[src/rtl/if_pkg.sv]
// Shared defaults, address helpers and the fetch-entry layout for the fetch queue.
package if_pkg;
  localparam int DEF_FETCH_WIDTH = 2;
  localparam int DEF_INSTR_W     = 32;
  localparam int DEF_ADDR_W      = 32;

  function automatic int block_bytes(input int fetch_width, input int instr_w);
    return fetch_width * instr_w / 8;
  endfunction

  function automatic int align_shift(input int fetch_width, input int instr_w);
    return $clog2(block_bytes(fetch_width, instr_w));
  endfunction

  function automatic logic [63:0] align_addr(input logic [63:0] addr, input int sh);
    return (addr >> sh) << sh;
  endfunction

  // Entry layout at the default widths; the top rebuilds it at its own widths.
  typedef struct packed {
    logic [DEF_ADDR_W-1:0]                  pc;
    logic [DEF_FETCH_WIDTH*DEF_INSTR_W-1:0] instr;
    logic [DEF_FETCH_WIDTH-1:0]             mask;
  } fetch_entry_t;
endpackage

[src/rtl/if_fetch_fifo.sv]
// Generic synchronous FIFO with flush, occupancy count and full/empty flags.
module if_fetch_fifo #(
  parameter int WIDTH = 8,
  parameter int DEPTH = 4
) (
  input  logic                   CLK,
  input  logic                   RESET,
  input  logic                   flush,
  input  logic                   push,
  input  logic [WIDTH-1:0]       wdata,
  input  logic                   pop,
  output logic [WIDTH-1:0]       rdata,
  output logic [$clog2(DEPTH):0] count,
  output logic                   full,
  output logic                   empty
);
  localparam int PW = $clog2(DEPTH);
  localparam int CW = PW + 1;

  logic [WIDTH-1:0] mem [DEPTH];
  logic [PW-1:0]    wr_ptr;
  logic [PW-1:0]    rd_ptr;
  logic             do_push;
  logic             do_pop;

  assign empty   = (count == '0);
  assign full    = (count == CW'(DEPTH));
  assign do_pop  = pop && !empty;
  assign do_push = push && (!full || do_pop);
  // Head reads as zero when empty so stale storage never leaks out.
  assign rdata   = empty ? '0 : mem[rd_ptr];

  always_ff @(posedge CLK) begin
    if (!RESET || flush) begin
      wr_ptr <= '0;
      rd_ptr <= '0;
      count  <= '0;
    end else begin
      if (do_push) wr_ptr <= wr_ptr + 1'b1;
      if (do_pop)  rd_ptr <= rd_ptr + 1'b1;
      count <= count + CW'(do_push) - CW'(do_pop);
    end
  end

  always_ff @(posedge CLK) begin
    if (do_push && RESET && !flush) mem[wr_ptr] <= wdata;
  end
endmodule

[src/rtl/if_fetch_queue.sv]
// Instruction-fetch stage: block fetch, in-flight tracking, redirect squash, decode queue.
module if_fetch_queue
  import if_pkg::*;
#(
  parameter int FETCH_WIDTH = DEF_FETCH_WIDTH,
  parameter int DEPTH       = 4,
  parameter int ADDR_W      = DEF_ADDR_W,
  parameter int INSTR_W     = DEF_INSTR_W
) (
  input  logic                           CLK,
  input  logic                           RESET,
  input  logic [ADDR_W-1:0]              PC_init,
  input  logic                           FREEZE,
  input  logic                           redirect_valid,
  input  logic [ADDR_W-1:0]              redirect_addr,
  output logic                           im_req_valid,
  output logic [ADDR_W-1:0]              im_addr,
  input  logic [FETCH_WIDTH*INSTR_W-1:0] im_rdata,
  output logic                           out_valid,
  input  logic                           out_ready,
  output logic [ADDR_W-1:0]              out_pc,
  output logic [FETCH_WIDTH*INSTR_W-1:0] out_instr,
  output logic [FETCH_WIDTH-1:0]         out_mask,
  output logic [$clog2(DEPTH):0]         out_count
);
  localparam int ALIGN_SH = align_shift(FETCH_WIDTH, INSTR_W);
  localparam int WORD_SH  = $clog2(INSTR_W / 8);
  localparam logic [ADDR_W-1:0] STRIDE = ADDR_W'(block_bytes(FETCH_WIDTH, INSTR_W));

  typedef struct packed {
    logic [ADDR_W-1:0]              pc;
    logic [FETCH_WIDTH*INSTR_W-1:0] instr;
    logic [FETCH_WIDTH-1:0]         mask;
  } entry_t;
  localparam int ENTRY_W = $bits(entry_t);

  function automatic logic [ADDR_W-1:0] align(input logic [ADDR_W-1:0] a);
    return ADDR_W'(align_addr(64'(a), ALIGN_SH));
  endfunction

  // Lanes below the target's word offset within the block are not valid.
  function automatic logic [FETCH_WIDTH-1:0] lane_mask(input logic [ADDR_W-1:0] a);
    logic [ADDR_W-1:0]      lane;
    logic [FETCH_WIDTH-1:0] m;
    lane = (a >> WORD_SH) & ADDR_W'(FETCH_WIDTH - 1);
    for (int i = 0; i < FETCH_WIDTH; i++) m[i] = (ADDR_W'(i) >= lane);
    return m;
  endfunction

  logic [ADDR_W-1:0]      fetch_pc;
  logic [ADDR_W-1:0]      infl_pc;
  logic [FETCH_WIDTH-1:0] start_mask;
  logic [FETCH_WIDTH-1:0] infl_mask;
  logic [FETCH_WIDTH-1:0] req_mask;
  logic                   inflight;
  logic                   infl_epoch;
  logic                   epoch;
  logic                   room;
  logic                   push;
  logic                   pop;
  logic                   full;
  logic                   empty;
  entry_t                 wr_entry;
  entry_t                 rd_entry;

  assign out_valid = !empty && !FREEZE;
  assign pop       = out_valid && out_ready;
  // A redirect flushes the queue, so it always has room for the new request.
  assign room      = redirect_valid ||
                     ((int'(out_count) - int'(pop) + int'(inflight)) < DEPTH);
  assign im_req_valid = RESET && !FREEZE && room;
  assign im_addr      = redirect_valid ? align(redirect_addr) : fetch_pc;
  assign req_mask     = redirect_valid ? lane_mask(redirect_addr) : start_mask;

  assign push     = inflight && (infl_epoch == epoch) && !redirect_valid;
  assign wr_entry = '{pc: infl_pc, instr: im_rdata, mask: infl_mask};

  always_ff @(posedge CLK) begin
    if (!RESET) begin
      fetch_pc   <= align(PC_init);
      start_mask <= '1;
      inflight   <= 1'b0;
      infl_epoch <= 1'b0;
      epoch      <= 1'b0;
      infl_pc    <= '0;
      infl_mask  <= '0;
    end else begin
      inflight <= im_req_valid;
      if (redirect_valid) epoch <= ~epoch;
      if (im_req_valid) begin
        fetch_pc   <= im_addr + STRIDE;
        infl_pc    <= im_addr;
        infl_mask  <= req_mask;
        infl_epoch <= redirect_valid ? ~epoch : epoch;
        start_mask <= '1;
      end else if (redirect_valid) begin
        fetch_pc   <= align(redirect_addr);
        start_mask <= lane_mask(redirect_addr);
      end
    end
  end

  if_fetch_fifo #(
    .WIDTH(ENTRY_W),
    .DEPTH(DEPTH)
  ) u_fifo (
    .CLK   (CLK),
    .RESET (RESET),
    .flush (redirect_valid),
    .push  (push),
    .wdata (wr_entry),
    .pop   (pop),
    .rdata (rd_entry),
    .count (out_count),
    .full  (full),
    .empty (empty)
  );

  assign out_pc    = rd_entry.pc;
  assign out_instr = rd_entry.instr;
  assign out_mask  = rd_entry.mask;

  a_no_overflow: assert property (@(posedge CLK) disable iff (!RESET) !(push && full && !pop));
endmodule
[config.mk]
export PLATFORM = sky130hd
export DESIGN_NAME = if_fetch_queue
export DESIGN_NICKNAME = d
export VERILOG_FILES = /design/src/rtl/if_pkg.sv /design/src/rtl/if_fetch_fifo.sv /design/src/rtl/if_fetch_queue.sv
export SDC_FILE = /design/constraint.sdc
export NUM_CORES = 1
export LEC_CHECK = 0
export ABC_AREA = 0
export CORE_ASPECT_RATIO = 0.9
export CORE_MARGIN = 1.5
export CORE_UTILIZATION = 45
export CTS_CLUSTER_SIZE = 10
export DETAILED_ROUTE_END_ITERATION = 16
export DONT_BUFFER_PORTS = 1
export REMOVE_ABC_BUFFERS = 1
export SYNTH_ARGS = -nofsm -noshare
export SYNTH_HDL_FRONTEND = slang
export SYNTH_SLANG_ARGS = --single-unit
[constraint.sdc]
create_clock -name CLK -period 6.4 [get_ports CLK]
set_clock_uncertainty 0.15 [all_clocks]
set_input_delay 1.28 -clock CLK [delete_from_list [all_inputs] [get_ports CLK]]
set_output_delay 1.28 -clock CLK [all_outputs]
set_load 0.02 [all_outputs]
# --- Word-level counts from Yosys, hierarchy flattened ---
# Memory sizes are Yosys's and may differ from the RTL's. A register that Yosys moved wholly into a read port is not among the register bits.
# Index checks and enable logic that the tools add are counted.
op_classes:
  add_sub_neg: 7
  order_cmp: 3
  eq_ne: 2
  muxes: 10
  n_bitwise: 2
  n_reduce_logical: 20
ops:
  columns: ["operator", "count"]
  rows:
  - ["two-way mux 98 bit", 1]
  - ["two-way mux 32 bit", 3]
  - ["adder 32 x 4 -> 32 bit (second input constant)", 1]
  - ["logical AND 1 bit", 10]
  - ["two-way mux 2 bit", 3]
  - ["adder 4 x 2 -> 5 bit", 1]
  - ["logical NOT 1 bit", 5]
  - ["< comparator 5 x 4 -> 1 bit (second input constant)", 1]
  - ["adder 2 x 1 -> 2 bit (second input constant)", 2]
  - ["subtractor 3 x 1 -> 4 bit", 1]
  - ["adder 3 x 1 -> 3 bit", 1]
  - ["equality test 3 bit (second input constant)", 1]
  - ["logical NOT 3 bit", 1]
  - ["logical OR 1 bit", 3]
  - ["two-way mux 1 bit", 3]
  - ["subtractor 3 x 1 -> 3 bit", 1]
  - [">= comparator 1 bit (first input constant)", 2]
  - ["NOT 1 bit", 2]
  - ["OR reduction 2 bit", 1]
  - ["equality test 1 bit", 1]
totals:
  regBits: 78
  mem_bits_rw: 392
  inputBits: 133
  out_inout_bits: 135
  wordCells: 56
  n_memories: 1
memory_table:
  columns: ["memory", "words", "width", "rd", "rd_ports_with_merged_regs", "wr", "line_no", "source"]
  rows:
  - ["u_fifo.mem", 4, 98, 1, 1, 1, "if_fetch_fifo.sv:20", "logic [WIDTH-1:0] mem [DEPTH];"]

# --- Logic depth before layout (Yosys ltp) ---
# Gate-level depths: netlist of the first run.
depth:
  word_depth: 11
  ltp_mapped: 14

# --- Hierarchy ---
# A second synthesis of the first run with hierarchy kept.
unflattened:
  cells_unflattened: 1116
  hier_area_um2: 18974.4
modules_own_cells:
  columns: ["module", "n_inst", "cells_each", "area_per_inst_um2"]
  rows:
  - ["if_fetch_fifo", 1, 670, 15232.1]
  - ["if_fetch_queue", 1, 446, 3742.3]

# --- Worst setup path after synthesis of the first run ---
# Ideal clock, no wire load.
synth_path:
  path_kind: "input to register"
  start: "input port redirect_valid"
  end: "memory u_fifo.mem[0][0] in the netlist's numbering (enable)"
  arrival_ns: 4.762
  setup_slack_ns: 1.019
  stages: 9
  path_buffers: 5
  path_cell_list: "buf_6 > buf_8 > buf_6 > buf_6 > inv_2 > buf_2 > nand3_1 > a41oi_2 > and3_1"
synth_via:
  elab_chain_len: 7
synth_rtl:
  columns: ["item", "line_no", "source"]
  rows:
  - ["start, declared", "if_fetch_queue.sv:14", "input logic redirect_valid,"]
  - ["logical NOT 1 bit", "if_fetch_queue.sv:75", "assign push = inflight && (infl_epoch == epoch) && !redirect_valid;"]
  - ["logical AND 1 bit", "if_fetch_queue.sv:75", null]
  - ["logical AND 1 bit", "if_fetch_fifo.sv:29", "assign do_push = push && (!full || do_pop);"]
  - ["named net u_fifo.do_push", "if_fetch_fifo.sv:23", "logic do_push;"]
  - ["logical AND 1 bit (2 in series)", "if_fetch_fifo.sv:46", "if (do_push && RESET && !flush) mem[wr_ptr] <= wdata;"]
  - ["two-way mux 1 bit", "if_fetch_fifo.sv:46", null]
  - ["two-way mux 1 bit (not written as such)", "if_fetch_fifo.sv:46", null]
  - ["end, declared", "if_fetch_fifo.sv:20", null]
# The timed path passes the listed nets, and every way through them passes these cells.

# --- Worst setup path in the final report of the first run ---
layout_path:
  start: "register u_fifo.count[2]"
  end: "output port im_req_valid"
layout_via:
  elab_chain_len: 9
layout_rtl:
  columns: ["item", "line_no", "source"]
  rows:
  - ["start, declared", "if_fetch_fifo.sv:13", "output logic [$clog2(DEPTH):0] count,"]
  - ["start signal, assigned", "if_fetch_fifo.sv:41", "count <= count + CW'(do_push) - CW'(do_pop);"]
  - ["logical NOT 3 bit", "if_fetch_fifo.sv:26", "assign empty = (count == '0);"]
  - ["logical NOT 1 bit", "if_fetch_queue.sv:66", "assign out_valid = !empty && !FREEZE;"]
  - ["logical AND 1 bit", "if_fetch_queue.sv:66", null]
  - ["logical AND 1 bit", "if_fetch_queue.sv:67", "assign pop = out_valid && out_ready;"]
  - ["subtractor 3 x 1 -> 4 bit (*)", "if_fetch_queue.sv:70", "((int'(out_count) - int'(pop) + int'(inflight)) < DEPTH);"]
  - ["adder 4 x 2 -> 5 bit (*)", "if_fetch_queue.sv:70", null]
  - ["< comparator 5 x 4 -> 1 bit (*)", "if_fetch_queue.sv:70", null]
  - ["logical OR 1 bit (*)", "if_fetch_queue.sv:69", "assign room = redirect_valid ||"]
  - ["logical AND 1 bit (*)", "if_fetch_queue.sv:71", "assign im_req_valid = RESET && !FREEZE && room;"]
  - ["end, declared", "if_fetch_queue.sv:16", "output logic im_req_valid,"]
# Every way passes the cells marked *; elsewhere a longest branch is shown, timed or not.

==> results of run 1 <==
## area by class of cell
| type | instances | area share [%] |
|---|---|---|
| antenna | 1 | 0.01191 |
| sequential | 472 | 63.67 |
| clock inverter | 1 | 0.04168 |
| tap | 547 | 3.257 |
| inverter | 38 | 0.6906 |
| timing repair buffer | 11 | 0.7502 |
| multi-input combinational | 507 | 24.52 |
| clock buffer | 78 | 7.055 |
## final timing paths
check | start | to
worst max-delay path | u_fifo.count[2] | im_req_valid
worst min-delay path | start_mask[1] | start_mask[1]
worst max register to register | u_fifo.count[2] | fetch_pc[25]
worst min register to register | start_mask[1] | start_mask[1]
## cells by family after synthesis
group,Yosys count,share of synthesized area [%]
multiplexers,137,13.80
XOR/XNOR,18,0.8321
AO/OA/AOI/OAI,84,3.362
flip-flops,472,70.59
AND/OR/NAND/NOR,257,8.255
buffers and inverters,100,2.404
adder cells (fa/ha/maj),11,0.7661
## critical path, cell delays in order, from the launching register on
cell	delay, ns
dfxtp_1	0.43
nor3_2	0.20
buf_4	0.38
nor2_1	0.09
ha_1	0.19
ha_1	0.27
or4b_4	0.49
o2111ai_4	0.13
inv_4	0.23
## per-stage QoR
stage | utilization, % | hold slack, ns | setup TNS (ns)
2_1_floorplan | - | 0.2669 | -268.75
3_3_place_gp | 46.85 | 0.2834 | 0
3_5_place_dp | 46.85 | 0.2936 | 0
4_1_cts | 50.43 | 0.3056 | 0
5_1_grt | 50.43 | 0.3508 | 0
6_report | 50.44 | 0.3086 | 0
## Yosys cell counts, types with 2 or more instances
| library cell | number |
|---|---|
| buf_6 | 5 |
| xnor2_1 | 17 |
| edfxtp_1 | 392 |
| nand4_1 | 7 |
| nand3b_1 | 2 |
| a211o_1 | 3 |
| a211oi_1 | 2 |
| nand3_1 | 38 |
| a211oi_2 | 3 |
| clkbuf_1 | 34 |
| and3_1 | 16 |
| and4_1 | 6 |
| o311ai_0 | 3 |
| dfxtp_1 | 80 |
| o21ai_0 | 29 |
| mux2_2 | 13 |
| a21oi_1 | 7 |
| inv_2 | 2 |
| nor4_1 | 4 |
| inv_1 | 34 |
| nand4_2 | 3 |
| nor2_1 | 18 |
| a221o_1 | 2 |
| o31ai_2 | 2 |
| o211ai_1 | 3 |
| nand4b_4 | 2 |
| mux2i_1 | 26 |
| o31ai_1 | 6 |
| and4b_1 | 2 |
| nor2b_1 | 102 |
| nand4b_1 | 2 |
| a31oi_1 | 3 |
| a21o_1 | 7 |
| nor3_1 | 10 |
| o31a_1 | 3 |
| nand4_4 | 3 |
| nand2_1 | 34 |
| ha_1 | 10 |
| mux4_2 | 98 |
| buf_2 | 20 |
## power groups by stage
stage | clock network, mW | registers [mW] | logic (mW)
6_report | 2.67 | 3.43 | 0.250
3_5_place_dp | 0 | 3.49 | 0.254
4_1_cts | 2.74 | 3.43 | 0.255
2_1_floorplan | 0 | 3.48 | 0.196
3_3_place_gp | 0 | 3.49 | 0.251
5_1_grt | 2.86 | 3.43 | 0.275
## state kept, by name (all words and copies together), names as in the netlist, named ones only
register / cells
start_mask: 2
u_fifo.mem: 392
epoch: 1
infl_pc: 32
u_fifo.count: 3
u_fifo.wr_ptr: 2
infl_mask: 2
infl_epoch: 1
inflight: 1
u_fifo.rd_ptr: 2
fetch_pc: 32
## metal layers
| layer | vias to the layer above | wire, um | part of all wire [%] | global-route usage [%] |
|---|---|---|---|---|
| li1 | 4218 | - | - | - |
| met2 | 307 | 19010 | 48 | 29.59 |
| met1 | 4781 | 16320 | 41 | 23.95 |
| met4 | 2 | 706 | 1.8 | 5.708 |
| met5 | - | 17 | 0.043 | 0 |
| met3 | 53 | 3713 | 9.3 | 6.467 |
==> impl_metrics.py, run 1 <==
metrics = {
    "sta": {
        "min_period_ns": 4.433,
        "setup_ws_ns": 1.967,
        "final.period_utilization_pct": 69.26,
        "maxSlewHeadroom_pct": 34.69,
        "rsz0062_at_grt": "no",
        "setup_viol": 0,
        "maxSlewViolCount": 0,
        "final_hold_viol_count": 0,
        "fmax_mhz": 225.6,
        "worst_slew_pin_slew_ns": 0.9796,
    },
    "final_layout": {
        "drive_above_1_share_pct": 19.06,
        "syn_to_final_growth_pct": 10.92,
        "fill_cells": 3385,
        "final_cells": 1655,
        "seq_area_mm2": 0.01338,
        "fin_nets": 1227,
        "final_area_mm2": 0.02102,
        "multi_input_area_mm2": 0.005154,
        "mostFrequentLayoutCells": "edfxtp_1 (392), nor2b_1 (102), mux4_2 (98)",
        "final_common_cell": "edfxtp_1",
    },
    "grt": {
        "overflow": 0,
        "grt_pass1_vias": 9769,
        "antenna_found_initial": 1,
        "grt_use_total_pct": 18.58,
        "grt_max_degree": 73,
        "grt_pass1_wl_mm": 59.95,
    },
    "place": {
        "dp_slack_ns": 2.144,
        "dpl_cell_area_mm2": 0.01952,
        "io_buffers": 0,
        "place_hpwl_mm": 23.87,
        "place_congestion": 0.7523,
        "dp_cells": 1575,
    },
    "clock_tree": {
        "cts-htree-levels": 2,
        "cts-resized-gates": 0,
        "numCtsBuffers": 53,
        "postCtsSetupRepairBufs": 0,
        "cts_tree": "yes",
        "worstSkewPairLatency_ns": 0.58,
        "cts_sinks": 472,
        "clk_pin_slew_worst_paths_ns": 0.06,
        "holdBufCountCts": 0,
        "root_buffer": "clkbuf_16",
        "cts_buffer_depth": 3,
    },
    "floorplan": {
        "rows": 71,
        "fp.coreArea_mm2": 0.04166,
        "dieArea_mm2": 0.04334,
        "die_h_um": 197.7,
        "pin_count": 268,
        "die_w_um": 219.3,
        "start_util_pct": 45.47,
    },
    "power": {
        "seq_power_share_pct": 54.0,
        "power.switching_mw": 1.305,
        "combPwrFrac_pct": 3.9,
        "power.density_mw_per_mm2": 301.9,
        "vdd_drop_max_mv": 0.2032,
        "fin_total_pwr_mw": 6.345,
        "leakage_nw": 6.759,
        "netSwitchingFraction_pct": 20.57,
        "internal-power_mw": 5.040,
        "clock_power_share_pct": 42.0,
    },
    "yosys": {
        "ys.warnings.count": 0,
        "yosys.area.top_type_share_pct": 62.13,
        "syn_inst": 1079,
        "synth_cell_types": 66,
        "ys_top_cells_by_area": "edfxtp_1 (62%), mux4_2 (12%), dfxtp_1 (8.5%)",
        "ys_async_sr_fraction_pct": 0,
        "synth_edf_count": 392,
        "netlist_area_mm2": 0.01895,
        "yosysSeqAreaShare_pct": 70.59,
        "ys_ff_latch": 472,
        "ys.flop_type": "edfxtp_1",
        "yosys.area.top_type": "edfxtp_1",
        "syn_avg_cell_area_um2": 17.56,
    },
    "worst_setup_path": {
        "reg2regPathDepth": 11,
        "ff2ff_setup_slack_ns": 2.62,
        "start_kind": "flip-flop",
        "end_kind": "primary output",
        "critPathMaxFanout": 30,
        "crit_type": "flip-flop to primary output",
        "cp.required_ns": 4.97,
        "cp.arrival_ns": 3.00,
    },
    "detailed_routing": {
        "drt_iter0_drc": 605,
        "via_count": 9361,
        "wl_mm": 39.77,
        "via_per_inst": 5.656,
        "dr.pass1.iters": 5,
        "drc": 0,
        "ant_nets": 0,
        "wire_per_inst_um": 24.03,
    },
    "job": {
        "maxCapViolCount": 0,
    },
    "min_path": {
        "hp-class": "flip-flop to flip-flop",
        "whs_path_depth": 1,
    },
    "run_status": {
        "outcome": "completed",
    },
}
Power figures use the tool's default switching activity.
==> run 2, diff against run 1 <==
clock period = 4.5 ns   (was 6.4 ns; I/O delays follow)
==> run 2 against run 1 <==
Flip-flop and latch count unchanged. Highest routed layer unchanged. Final area increased by 0.29%. Critical path type unchanged. Routed wire length increased by 0.61%. Largest cell class unchanged. Sequential power increased by 42%. Critical endpoint is now out_instr[59].
==> impl_metrics.py, run 2 (synthesis gave the netlist of run 1 again) <==
metrics = {
    "clock_tree": {
        "numCtsBuffers": 53,
        "clk_pin_slew_worst_paths_ns": 0.05,
        "postCtsSetupRepairBufs": 0,
        "holdBufCountCts": 0,
        "cts-resized-gates": 0,
        "worstSkewPairLatency_ns": 0.57,
        "root_buffer": "clkbuf_16",
        "cts_tree": "yes",
        "cts_sinks": 472,
        "cts-htree-levels": 2,
        "cts_buffer_depth": 3,
    },
    "sta": {
        "fmax_mhz": 259.0,
        "final_hold_viol_count": 0,
        "rsz0062_at_grt": "no",
        "setup_viol": 0,
        "tns_ns": 0,
        "final.period_utilization_pct": 85.79,
        "worst_slew_pin_slew_ns": 0.7412,
        "maxSlewHeadroom_pct": 50.48,
        "min_period_ns": 3.861,
        "maxSlewViolCount": 0,
        "holdWs_ns": 0.2695,
    },
    "final_layout": {
        "drive_above_1_share_pct": 19.79,
        "fin_util_pct": 50.59,
        "fill_cells": 3404,
        "fin_nets": 1240,
        "regMostFlops": "u_fifo.mem",
        "antenna_cells": 0,
        "final_common_cell": "edfxtp_1",
        "syn_to_final_growth_pct": 11.25,
        "mostFrequentLayoutCells": "edfxtp_1 (392), nor2b_1 (102), mux4_2 (98)",
        "largest_reg_flops": 392,
        "reg_top3": "u_fifo.mem: 392 flops, fetch_pc: 32 flops, infl_pc: 32 flops",
        "final_area_mm2": 0.02108,
    },
    "power": {
        "vdd_drop_max_mv": 0.2821,
        "clock_power_share_pct": 41.4,
        "leakage_nw": 6.805,
        "fin_total_pwr_mw": 8.928,
        "power.switching_mw": 1.837,
        "combPwrFrac_pct": 4.0,
        "power.density_mw_per_mm2": 423.6,
        "netSwitchingFraction_pct": 20.57,
        "seq_power_share_pct": 54.6,
        "internal-power_mw": 7.092,
    },
    "detailed_routing": {
        "wire_per_inst_um": 24.05,
        "drt_iter0_drc": 695,
        "drc": 0,
        "ant_nets": 0,
        "via_count": 9412,
        "via_per_inst": 5.656,
        "wl_mm": 40.01,
        "dr.pass1.iters": 6,
    },
    "worst_setup_path": {
        "crit_type": "flip-flop to primary output",
        "start_kind": "flip-flop",
        "critPathMaxFanout": 54,
        "cp.arrival_ns": 2.81,
        "cp.required_ns": 3.45,
        "end_kind": "primary output",
    },
    "grt": {
        "grt_max_degree": 99,
        "grt_use_total_pct": 18.76,
        "grt_pass1_vias": 9656,
        "antenna_found_initial": 2,
        "overflow": 0,
        "grt_pass1_wl_mm": 60.46,
    },
    "place": {
        "place_congestion": 0.7834,
        "io_buffers": 0,
        "dpl_cell_area_mm2": 0.01964,
        "place_hpwl_mm": 24.52,
    },
    "floorplan": {
        "start_util_pct": 45.47,
        "rows": 71,
        "die_h_um": 197.7,
        "pin_count": 268,
        "fp.coreArea_mm2": 0.04166,
        "dieArea_mm2": 0.04334,
        "die_w_um": 219.3,
    },
    "min_path": {
        "hp-class": "input port to flip-flop",
    },
    "run_status": {
        "outcome": "completed",
    },
    "job": {
        "maxCapViolCount": 0,
    },
}
run 2: cell count changes in the layout (fill, tap and decap cells not counted):
cell	before	now
clkinv_1	1	2
buf_4	5	16
clkbuf_16	55	53
diode_2	1	0
inv_6	1	0
clkbuf_1	21	20
buf_12	6	8
run 2: worst max-delay path: stages, from the launching register on:
cell and delay [ns]:
dfxtp_1 0.42, nor3_2 0.24, buf_4 0.53, buf_4 0.62, nor2b_1 0.31
run 2: path summary, 6_finish.rpt:
path / from / endpoint / slack (ns) / depth (start not counted)
hold / removal: im_rdata[45] / u_fifo.mem[1][47] / 0.27 / 0
setup / recovery: u_fifo.count[1] / out_instr[59] / 0.64 / 4
hold reg to reg: start_mask[1] / start_mask[1] / 0.31 / 1
setup reg to reg: u_fifo.count[1] / fetch_pc[31] / 1.27 / 10
run 2: power groups by stage:
stage / clock (mW) / combinational (mW) / sequential [mW]
global route: 3.99 / 0.394 / 4.88
global placement: 0 / 0.359 / 4.96
CTS: 3.81 / 0.366 / 4.87
floorplan: 0 / 0.279 / 4.95
detailed placement: 0 / 0.364 / 4.96
finish: 3.69 / 0.360 / 4.87
run 2: per-stage QoR:
step	std cells	setup WS, ns
floorplan	1017	-4.496
global placement	1588	0.8600
detailed placement	1588	0.8397
CTS	1664	0.5249
global route	1664	0.4286
finish	1664	0.6394
run 2: area by class of cell:
class / count / area (um2) / area share [%]
timing repair buffer: 24 / 280.3 / 1.330
clock inverter: 1 / 3.754 / 0.01781
inverter: 38 / 145.1 / 0.6886
sequential: 472 / 13380 / 63.48
tap: 547 / 684.4 / 3.247
multi-input combinational: 507 / 5154 / 24.45
clock buffer: 75 / 1429 / 6.779
run 2: routing by layer:
layer  global-route usage [%]  routed length, um  vias to the layer above
met2                    29.00              18630                      313
met3                    7.452               3854                       48
met1                    25.00              16980                     4808
met4                    4.186                542                        2
met5                        0                 13                        -
li1                         -                  -                     4241
